==> config.mk <==
export PLATFORM = sky130hd
export DESIGN_NAME = fb_write_arbiter
export DESIGN_NICKNAME = d
export VERILOG_FILES = /design/src/rtl/fb_arb_pkg.sv /design/src/rtl/fb_fill_engine.sv /design/src/rtl/fb_write_arbiter.sv
export SDC_FILE = /design/constraint.sdc
export NUM_CORES = 1
export LEC_CHECK = 0
export ABC_CLOCK_PERIOD_IN_PS = 3300
export CORE_ASPECT_RATIO = 1.4
export CORE_MARGIN = 5
export CORE_UTILIZATION = 48
export DETAILED_ROUTE_END_ITERATION = 12
export GPL_TIMING_DRIVEN = 0
export PLACE_DENSITY = 0.87
export SYNTH_ARGS = -nofsm -noshare
export SYNTH_HDL_FRONTEND = slang
export SYNTH_SLANG_ARGS = --single-unit
export TNS_END_PERCENT = 5
==> constraint.sdc <==
create_clock -name clk -period 3.3 [get_ports clk]
set_clock_uncertainty 0.2 [all_clocks]
set_input_delay 0.495 -clock clk [delete_from_list [all_inputs] [get_ports clk]]
set_output_delay 0.495 -clock clk [all_outputs]
set_load 0.005 [all_outputs]
==> src/rtl/fb_arb_pkg.sv <==
// Shared definitions for the frame-buffer / palette write arbiter.
package fb_arb_pkg;

    localparam int FB_ADDR_W  = 16;
    localparam int FB_DATA_W  = 8;
    localparam int PAL_ADDR_W = 6;
    localparam int PAL_DATA_W = 12;

    localparam logic SEL_FB  = 1'b0;
    localparam logic SEL_PAL = 1'b1;

    typedef enum logic [1:0] {
        REQ_A    = 2'd0,
        REQ_B    = 2'd1,
        REQ_FILL = 2'd2
    } req_id_e;

    typedef enum logic [1:0] {
        FILL_IDLE = 2'd0,
        FILL_RUN  = 2'd1,
        FILL_DONE = 2'd2
    } fill_state_e;

    // Rotating-priority pick: search starts at the id after 'last'.
    // elig/return bit 0 = A, bit 1 = B, bit 2 = FILL; result is one-hot or zero.
    function automatic logic [2:0] rr_pick(input req_id_e last, input logic [2:0] elig);
        logic [2:0] g;
        g = 3'b000;
        case (last)
            REQ_A: begin
                if (elig[1])      g = 3'b010;
                else if (elig[2]) g = 3'b100;
                else if (elig[0]) g = 3'b001;
                else              g = 3'b000;
            end
            REQ_B: begin
                if (elig[2])      g = 3'b100;
                else if (elig[0]) g = 3'b001;
                else if (elig[1]) g = 3'b010;
                else              g = 3'b000;
            end
            REQ_FILL: begin
                if (elig[0])      g = 3'b001;
                else if (elig[1]) g = 3'b010;
                else if (elig[2]) g = 3'b100;
                else              g = 3'b000;
            end
            default: begin
                if (elig[0])      g = 3'b001;
                else if (elig[1]) g = 3'b010;
                else if (elig[2]) g = 3'b100;
                else              g = 3'b000;
            end
        endcase
        return g;
    endfunction

endpackage

==> src/rtl/fb_fill_engine.sv <==
// Linear fill engine: writes a constant byte to a run of consecutive
// frame-buffer addresses, one byte per granted cycle, wrapping at 2^ADDR_W.
module fb_fill_engine
    import fb_arb_pkg::*;
#(
    parameter int ADDR_W = FB_ADDR_W,
    parameter int DATA_W = FB_DATA_W
) (
    input  logic              clk,
    input  logic              rst,
    input  logic              i_start,
    input  logic [ADDR_W-1:0] i_base,
    input  logic [ADDR_W-1:0] i_len,
    input  logic [DATA_W-1:0] i_value,
    input  logic              i_grant,
    output logic              o_req,
    output logic [ADDR_W-1:0] o_addr,
    output logic [DATA_W-1:0] o_value,
    output logic              o_busy,
    output logic              o_done
);

    localparam logic [ADDR_W-1:0] ZERO = {ADDR_W{1'b0}};
    localparam logic [ADDR_W-1:0] ONE  = {{(ADDR_W-1){1'b0}}, 1'b1};

    fill_state_e       r_state, w_state_nxt;
    logic [ADDR_W-1:0] r_cur, w_cur_nxt;
    logic [ADDR_W-1:0] r_rem, w_rem_nxt;
    logic [DATA_W-1:0] r_val, w_val_nxt;
    logic              r_busy;
    logic              r_done;

    // Next-state and counter update; start is only honoured in IDLE.
    always_comb begin
        w_state_nxt = r_state;
        w_cur_nxt   = r_cur;
        w_rem_nxt   = r_rem;
        w_val_nxt   = r_val;
        case (r_state)
            FILL_IDLE: begin
                if (i_start) begin
                    w_cur_nxt = i_base;
                    w_rem_nxt = i_len;
                    w_val_nxt = i_value;
                    if (i_len == ZERO) begin
                        w_state_nxt = FILL_DONE;
                    end else begin
                        w_state_nxt = FILL_RUN;
                    end
                end else begin
                    w_state_nxt = FILL_IDLE;
                end
            end
            FILL_RUN: begin
                if (i_grant) begin
                    w_cur_nxt = r_cur + ONE;
                    w_rem_nxt = r_rem - ONE;
                    if (r_rem == ONE) begin
                        w_state_nxt = FILL_DONE;
                    end else begin
                        w_state_nxt = FILL_RUN;
                    end
                end else begin
                    w_state_nxt = FILL_RUN;
                end
            end
            FILL_DONE: w_state_nxt = FILL_IDLE;
            default:   w_state_nxt = FILL_IDLE;
        endcase
    end

    // State, counters and registered busy/done flags.
    always_ff @(posedge clk or negedge rst) begin
        if (!rst) begin
            r_state <= FILL_IDLE;
            r_cur   <= ZERO;
            r_rem   <= ZERO;
            r_val   <= {DATA_W{1'b0}};
            r_busy  <= 1'b0;
            r_done  <= 1'b0;
        end else begin
            r_state <= w_state_nxt;
            r_cur   <= w_cur_nxt;
            r_rem   <= w_rem_nxt;
            r_val   <= w_val_nxt;
            r_busy  <= (w_state_nxt == FILL_RUN);
            r_done  <= (w_state_nxt == FILL_DONE);
        end
    end

    assign o_req   = r_busy & (r_rem != ZERO);
    assign o_addr  = r_cur;
    assign o_value = r_val;
    assign o_busy  = r_busy;
    assign o_done  = r_done;

endmodule

==> src/rtl/fb_write_arbiter.sv <==
// Arbitrates the single frame-buffer and palette write ports between two
// external requesters and the internal fill engine, one write per clock.
module fb_write_arbiter
    import fb_arb_pkg::*;
#(
    parameter int ADDR_W  = FB_ADDR_W,
    parameter int DATA_W  = FB_DATA_W,
    parameter int PADDR_W = PAL_ADDR_W,
    parameter int PDATA_W = PAL_DATA_W
) (
    input  logic               clk,
    input  logic               rst,
    input  logic               a_req,
    input  logic               a_sel,
    input  logic [ADDR_W-1:0]  a_addr,
    input  logic [PDATA_W-1:0] a_data,
    output logic               a_ack,
    input  logic               b_req,
    input  logic               b_sel,
    input  logic [ADDR_W-1:0]  b_addr,
    input  logic [PDATA_W-1:0] b_data,
    output logic               b_ack,
    input  logic               fill_start,
    input  logic [ADDR_W-1:0]  fill_base,
    input  logic [ADDR_W-1:0]  fill_len,
    input  logic [DATA_W-1:0]  fill_value,
    output logic               fill_busy,
    output logic               fill_done,
    output logic               ram_writeenable,
    output logic [ADDR_W-1:0]  ram_waddr,
    output logic [DATA_W-1:0]  ram_write,
    output logic               pram_writeenable,
    output logic [PADDR_W-1:0] pram_waddr,
    output logic [PDATA_W-1:0] pram_write
);

    logic               w_fill_req;
    logic [ADDR_W-1:0]  w_fill_addr;
    logic [DATA_W-1:0]  w_fill_value;
    logic [2:0]         w_elig;
    logic [2:0]         w_grant;
    req_id_e            w_grant_id;

    logic               w_ram_we_nxt;
    logic [ADDR_W-1:0]  w_ram_waddr_nxt;
    logic [DATA_W-1:0]  w_ram_wdata_nxt;
    logic               w_pram_we_nxt;
    logic [PADDR_W-1:0] w_pram_waddr_nxt;
    logic [PDATA_W-1:0] w_pram_wdata_nxt;

    req_id_e            r_last_grant;
    logic               r_a_ack;
    logic               r_b_ack;
    logic               r_ram_we;
    logic [ADDR_W-1:0]  r_ram_waddr;
    logic [DATA_W-1:0]  r_ram_wdata;
    logic               r_pram_we;
    logic [PADDR_W-1:0] r_pram_waddr;
    logic [PDATA_W-1:0] r_pram_wdata;

    fb_fill_engine #(
        .ADDR_W (ADDR_W),
        .DATA_W (DATA_W)
    ) u_fill (
        .clk     (clk),
        .rst     (rst),
        .i_start (fill_start),
        .i_base  (fill_base),
        .i_len   (fill_len),
        .i_value (fill_value),
        .i_grant (w_grant[2]),
        .o_req   (w_fill_req),
        .o_addr  (w_fill_addr),
        .o_value (w_fill_value),
        .o_busy  (fill_busy),
        .o_done  (fill_done)
    );

    // A requester in its ack cycle is masked so a held req is not issued twice.
    assign w_elig = {w_fill_req, b_req & ~r_b_ack, a_req & ~r_a_ack};
    assign w_grant = rr_pick(r_last_grant, w_elig);

    // Encode the one-hot grant; no grant keeps the pointer where it is.
    always_comb begin
        w_grant_id = r_last_grant;
        case (w_grant)
            3'b001:  w_grant_id = REQ_A;
            3'b010:  w_grant_id = REQ_B;
            3'b100:  w_grant_id = REQ_FILL;
            default: w_grant_id = r_last_grant;
        endcase
    end

    // Route the granted source to one write port; idle ports hold addr/data.
    always_comb begin
        w_ram_we_nxt     = 1'b0;
        w_ram_waddr_nxt  = r_ram_waddr;
        w_ram_wdata_nxt  = r_ram_wdata;
        w_pram_we_nxt    = 1'b0;
        w_pram_waddr_nxt = r_pram_waddr;
        w_pram_wdata_nxt = r_pram_wdata;
        if (w_grant[0]) begin
            if (a_sel == SEL_PAL) begin
                w_pram_we_nxt    = 1'b1;
                w_pram_waddr_nxt = a_addr[PADDR_W-1:0];
                w_pram_wdata_nxt = a_data;
            end else begin
                w_ram_we_nxt    = 1'b1;
                w_ram_waddr_nxt = a_addr;
                w_ram_wdata_nxt = a_data[DATA_W-1:0];
            end
        end else if (w_grant[1]) begin
            if (b_sel == SEL_PAL) begin
                w_pram_we_nxt    = 1'b1;
                w_pram_waddr_nxt = b_addr[PADDR_W-1:0];
                w_pram_wdata_nxt = b_data;
            end else begin
                w_ram_we_nxt    = 1'b1;
                w_ram_waddr_nxt = b_addr;
                w_ram_wdata_nxt = b_data[DATA_W-1:0];
            end
        end else if (w_grant[2]) begin
            w_ram_we_nxt    = 1'b1;
            w_ram_waddr_nxt = w_fill_addr;
            w_ram_wdata_nxt = w_fill_value;
        end else begin
            w_ram_we_nxt  = 1'b0;
            w_pram_we_nxt = 1'b0;
        end
    end

    // Register strobes, acks, write buses and the rotating-priority pointer.
    always_ff @(posedge clk or negedge rst) begin
        if (!rst) begin
            r_last_grant <= REQ_FILL;
            r_a_ack      <= 1'b0;
            r_b_ack      <= 1'b0;
            r_ram_we     <= 1'b0;
            r_ram_waddr  <= {ADDR_W{1'b0}};
            r_ram_wdata  <= {DATA_W{1'b0}};
            r_pram_we    <= 1'b0;
            r_pram_waddr <= {PADDR_W{1'b0}};
            r_pram_wdata <= {PDATA_W{1'b0}};
        end else begin
            r_last_grant <= w_grant_id;
            r_a_ack      <= w_grant[0];
            r_b_ack      <= w_grant[1];
            r_ram_we     <= w_ram_we_nxt;
            r_ram_waddr  <= w_ram_waddr_nxt;
            r_ram_wdata  <= w_ram_wdata_nxt;
            r_pram_we    <= w_pram_we_nxt;
            r_pram_waddr <= w_pram_waddr_nxt;
            r_pram_wdata <= w_pram_wdata_nxt;
        end
    end

    assign a_ack            = r_a_ack;
    assign b_ack            = r_b_ack;
    assign ram_writeenable  = r_ram_we;
    assign ram_waddr        = r_ram_waddr;
    assign ram_write        = r_ram_wdata;
    assign pram_writeenable = r_pram_we;
    assign pram_waddr       = r_pram_waddr;
    assign pram_write       = r_pram_wdata;

endmodule

* After elaboration in Yosys (flattened, before gate mapping)
Cells that the tools add are included.
Widths: inputs -> output; s select.
** Storage, ports and cells
- Flip-flop bits (word level) :: 92
- Output and inout bits :: 48
** Cells by class
- Equality and inequality tests :: 13
- Multiplexer cells :: 49
- Reductions and logical operators :: 13
- Bitwise operators :: 5
- Add/subtract/negate cells :: 2
** Operator list (number)
- $mux 16 :: 9
- $pmux 16 s2 :: 2
- $mux 12 :: 4
- $mux 8 :: 5
- $mux 6 :: 4
- $mux 3 :: 6
- $add 16x1->16 const B :: 1
- $eq 16x1->1 const B :: 1
- $logic_not 16->1 :: 1
- $reduce_bool 16->1 :: 1
- $sub 16x1->16 const B :: 1
- $mux 2 :: 6
- $mux 1 :: 10
- $reduce_and 3->1 :: 3
- $ne 2x2->1 const B :: 4
- $eq 2x1->1 const B :: 3
- $pmux 2 s3 :: 1
- $pmux 3 s2 :: 1
- $reduce_bool 2->1 :: 3
- $reduce_bool 3->1 :: 2
- $logic_not 2->1 :: 2
- $pmux 2 s2 :: 1
- $and 1x1->1 :: 3
- $eq 3x1->1 const B :: 1
- other kinds (6) :: 7

* Logic depth before layout (Yosys ltp)
- Depth after elaboration :: 9
- Gate-level depth with buffers :: 11
- Mapped depth without buffers :: 8

* Hierarchy
Synthesis repeated with hierarchy kept, for this count alone.
** Second synthesis, totals
- Cells, all modules :: 542
- Area total of the unflattened synthesis :: 4971.0 um^2
** Modules (own cells, without submodules)
- fb_fill_engine :: seq. area each 1101.1 um^2, area an instance 2606.2 um^2, cells an instance 297, times used 1
- fb_write_arbiter :: seq. area each 1202.4 um^2, area an instance 2364.8 um^2, cells an instance 245, times used 1

* Least setup slack after synthesis
No wires, ideal clock.
- Kind :: register -> register
- Start :: register u_fill.r_rem[0]
- End :: register r_pram_wdata[10], in the netlist pram_write[10]
- Setup slack :: 592 ps
- Arrival :: 2381 ps
- Stages on the path, launching flop included :: 9
- Setup time :: 127 ps
- Required time :: 2973 ps
- Cells stage by stage :: dfrtp_1 inv_1 ha_1 nor4b_1 nand4_2 a211oi_4 buf_4 mux2_2 mux2_1
** On the way
- Cells in the longest elaborated chain, start to end :: 7
- Elaborated cells on any way between the ends :: 11
- Classes of those cells :: 1 x eq/ne; 5 x mux; 1 x bitwise; 4 x reduce/logical
** RTL lines
- from (decl) :: RTL line fb_fill_engine.sv:28 : logic [ADDR_W-1:0] r_rem, w_rem_nxt;
- from (signal assigned) :: RTL line fb_fill_engine.sv:84 : r_rem <= w_rem_nxt;
- $reduce_bool 16->1 (*) :: RTL line fb_fill_engine.sv:91 : assign o_req = r_busy & (r_rem != ZERO);
- $and 1x1->1 (*) :: RTL line fb_fill_engine.sv:91
- $mux 3 :: RTL line fb_arb_pkg.sv:32 : else if (elig[2]) g = 3'b100;
- $mux 3 :: RTL line fb_arb_pkg.sv:31 : if (elig[1]) g = 3'b010;
- $pmux 3 s2 (*) :: RTL line fb_arb_pkg.sv:29 : case (last)
- $ne 2x2->1 (no source line) / $reduce_bool 2->1 (equally long branches)
- $reduce_and 3->1 (no source line)
- to (signal assigned) :: RTL line fb_write_arbiter.sv:143 : r_pram_wdata <= {PDATA_W{1'b0}};
- to (signal assigned) :: RTL line fb_write_arbiter.sv:153 : r_pram_wdata <= w_pram_wdata_nxt;
- to (decl) :: RTL line fb_write_arbiter.sv:59 : logic [PDATA_W-1:0] r_pram_wdata;
Mark *: on every way between the ends. The rest lies on a longest branch, timed or not.
A chain may end at the register's enable or synchronous reset.

* Final worst setup path
- Start :: register u_fill.r_rem[0]
- End :: register r_ram_waddr[9], in the netlist ram_waddr[9]
** On the way
- Cells in the longest elaborated chain, start to end :: 8
- Elaborated cells on any way between the ends :: 15
- Classes of those cells :: 2 x eq/ne; 9 x mux; 1 x bitwise; 3 x reduce/logical
** RTL lines
- $reduce_bool 16->1 (*) :: RTL line fb_fill_engine.sv:91
- $and 1x1->1 (*) :: RTL line fb_fill_engine.sv:91
- $mux 3 :: RTL line fb_arb_pkg.sv:45, fb_arb_pkg.sv:51
- $mux 3 :: RTL line fb_arb_pkg.sv:50 : else if (elig[1]) g = 3'b010;
- $mux 3 :: RTL line fb_arb_pkg.sv:43 : if (elig[0]) g = 3'b001;
- $pmux 3 s2 (*) :: RTL line fb_arb_pkg.sv:29
- $reduce_bool 3->1 (no source line)
- $reduce_and 3->1 (no source line)
- to (signal assigned) :: RTL line fb_write_arbiter.sv:139 : r_ram_waddr <= {ADDR_W{1'b0}};
- to (signal assigned) :: RTL line fb_write_arbiter.sv:149 : r_ram_waddr <= w_ram_waddr_nxt;
- to (decl) :: RTL line fb_write_arbiter.sv:55 : logic [ADDR_W-1:0] r_ram_waddr;
Marked as above.

==> results.yml <==
pwr:
  power.leakage_nw: 2.92
  power.density_mw_per_mm2: 876
  vdd_drop_max_mv: 0.433
  p_total_mw: 6.37
layout:
  final_cell_area_mm2: 0.00727
  diodes: 0
  drive_above_1_share: 0.105
  fillers: 836
  synthToLayoutAreaGrowth_pct: 40.1
  nets: 800
  finish.utilization: 0.680
logic_synthesis:
  synth_common_cells: "91 x dfrtp_1, 44 x nand2_1, 42 x nor2_1"
  syn_inst: 528
  synth_edf_count: 0
  ys_seq_elements: 92
  ys_seq_area_frac: 0.444
  syn_avg_cell_area_um2: 9.83
  synth_area_leader_cell: "dfrtp_1"
  yosys_warnings: 0
  yosys_most_used_dff: "dfrtp_1"
  synthArstFlopShare: 1.00
  synth_area_leaders: "dfrtp_1 44%, mux2_2 5.9%, a22oi_1 4.3%"
  netlist.area_leader.share: 0.439
  yosysMostFrequentCell: "dfrtp_1"
  synth_cell_types: 59
  synthesis.nets: 635
  syn_area_mm2: 0.00519
routing:
  drt_wl_total_um: 17900
  via_per_inst: 6.36
  drt-initial-drc-count: 429
  avgRoutedWirePerCell_um: 21.3
  drc: 0
  ant_nets: 0
  vias: 5335
  drtPass1Iterations: 5
timing:
  rsz0062_at_grt: "false"
  period_minus_slack_ps: 2970
  finalSetupViolations: 0
  maxSlewHeadroom: 0.557
  worst_slew_pin_slew_ps: 658
  hold_violations: 0
  layout_setup_ws_ps: 328
  maxSlewViolCount: 0
  fmax_ghz: 0.336
  final.setup.tns_ps: 0
  min_period_over_period: 0.901
worst_setup_path:
  cp-start-kind: "register"
  crit_buf_inv: 3
  crit_fanout: 10
  rr_endpoint: "ram_waddr[9]$_DFFE_PN0P_"
  r2r-start: "u_fill.r_rem[0]$_DFFE_PN0P_"
  crit_family: "buffers and inverters"
  cp-end-kind: "register"
  cp.required_ps: 3370
  reg2reg_depth: 9
  reg2reg_slack_ps: 330
  path_cells: "inv_1 -> ha_1 -> nor4b_2 -> and4_1 -> o21ai_0 -> buf_2 -> buf_1 -> o221ai_1 -> a2bb2oi_1"
  crit_arrival_ps: 3040
  slowest_delay_ps: 410
  crit_type: "reg2reg"
  crit_slowest_cell: "dfrtp_1"
placed_design:
  globalplace.congestion: 0.927
  hpwl_um: 13300
  port-buffer-count: 150
  place_ws_ps: 95.8
  placed_cell_area_mm2: 0.00690
cts:
  cts_max_level: 3
  clk_pin_slew_ps: 70
  cts_root_buf: "clkbuf_16"
  cts.sinks: 92
  cts_tree: "built"
  numCtsBuffers: 9
  clock_path_buffers: 2
  clock_latency_ps: 350
hold_path:
  hp-start: "pram_write[8]$_DFFE_PN0P_"
  min_path_cells: 1
  holdCritPathClass: "reg2reg"
  min_to: "pram_write[8]$_DFFE_PN0P_"
flow_run:
  maxCapViolCount: 0
floorplanning:
  core_mm2: 0.0107
  die_x_um: 97.9
  row_count: 45
  die_h_um: 133
  start_util: 0.485
  dieArea_mm2: 0.0130
  pin_count: 151
global_routing:
  grt_first_pass_wirelength_um: 27900
  grt_pass1_vias: 5479
  grt_start_max_net_pins: 50
  grt_usage: 0.266
  grt-ovfl-total: 0
  antenna_found_initial: 0
run_status:
  status: "completed"
[worst max-delay path by stage]
stage                                start                          to  cells after the start
6_report       u_fill.r_rem[0]$_DFFE_PN0P_    ram_waddr[9]$_DFFE_PN0P_                      9
5_1_grt        u_fill.r_rem[0]$_DFFE_PN0P_    ram_waddr[9]$_DFFE_PN0P_                      9
4_1_cts        u_fill.r_rem[0]$_DFFE_PN0P_   pram_write[7]$_DFFE_PN0P_                      8
3_5_place_dp   u_fill.r_rem[0]$_DFFE_PN0P_   pram_write[7]$_DFFE_PN0P_                      8
3_3_place_gp                           rst    ram_waddr[0]$_DFFE_PN0P_                      1
2_1_floorplan  u_fill.r_rem[0]$_DFFE_PN0P_  pram_write[10]$_DFFE_PN0P_                      8
[through the flow]
stage	instances	hold slack, ps
final	839	287
after global routing	839	298
after CTS	837	288
after detailed placement	820	271
after global placement	819	262
after floorplan	528	-0.591
[cell type report]
class | count | area (um2) | area share
clock inverters | 7 | 123 | 0.0169
inverters | 17 | 63.8 | 0.00877
flip-flops and latches | 92 | 2300 | 0.317
plain buffers | 42 | 201 | 0.0277
repair buffers | 154 | 1550 | 0.213
well taps | 141 | 176 | 0.0243
clock buffers | 9 | 225 | 0.0310
multi-input cells | 377 | 2630 | 0.362
[state kept, by name, summed over array words and instances, names as in the netlist]
register and flops:
u_fill.r_state 2, pram_write 12, u_fill.o_addr 16, b_ack 1, u_fill.o_done 1, r_last_grant 2, ram_waddr 16, u_fill.o_value 8
ram_write 8, u_fill.o_busy 1, a_ack 1, pram_waddr 6, u_fill.r_rem 16, ram_writeenable 1, pram_writeenable 1
[placed cells by master (no fill, tap or decap), drive strengths merged, types with 5 or more instances in the layout]
cell type      synthesis  final
clkdlybuf4s50          0    149
dfrtp                 91     91
nand2                 44     44
nor2                  42     42
mux2                  31     31
a22oi                 30     30
clkbuf                21     30
a21oi                 27     27
buf                   21     25
a2bb2oi               22     22
o221ai                19     19
inv                   17     18
nand3                 17     17
o22a                  16     16
a31oi                 13     13
nor3                  11     11
o22ai                 11     11
a22o                  10     10
o21ai                 10     10
nor4                   8      8
nand2b                 7      7
nand4                  6      6
a222oi                 5      5
o211ai                 5      5
[cells by family after synthesis]
kind of cell / synth area share
and+or+nand+nor: 0.147
buffers and inverters: 0.0511
DFF: 0.444
muxes: 0.0711
adders and majority gates: 0.00964
AOI/OAI and AO/OA: 0.278
[routing by layer]
metal,vias to the layer above,part of all wire,global-route usage
li1,2375,-,-
met1,2571,0.37,0.307
met2,321,0.51,0.465
met3,68,0.076,0.0401
met4,0,0.049,0.155
met5,-,0,0
[report_power, final]
part | switching (mW) | leakage, nW | internal (mW)
combinational | 1.42 | 1.69 | 1.61
clock | 0.466 | 0.162 | 0.744
sequential | 0.480 | 1.06 | 1.65
total | 2.37 | 2.92 | 4.00
[repair_timing]
| action | 4_1_cts | 5_1_grt |
|---|---|---|
| setup buffers | 0 | 2 |
| gates resized for setup | 0 | 1 |
| hold endpoints to repair | 42 | 0 |
| hold buffers | 1 | 0 |
| endpoints found under the setup margin | 0 | 14 |
[worst register-to-register path, delay by kind of cell (launching register included)]
kind / cells / cell delay, ps
simple gates: 2 / 400
fa+ha+maj: 1 / 210
compound gates: 3 / 820
flops: 1 / 410
buf+inv: 3 / 850
No activity file was read; power rests on OpenSTA's default activity.
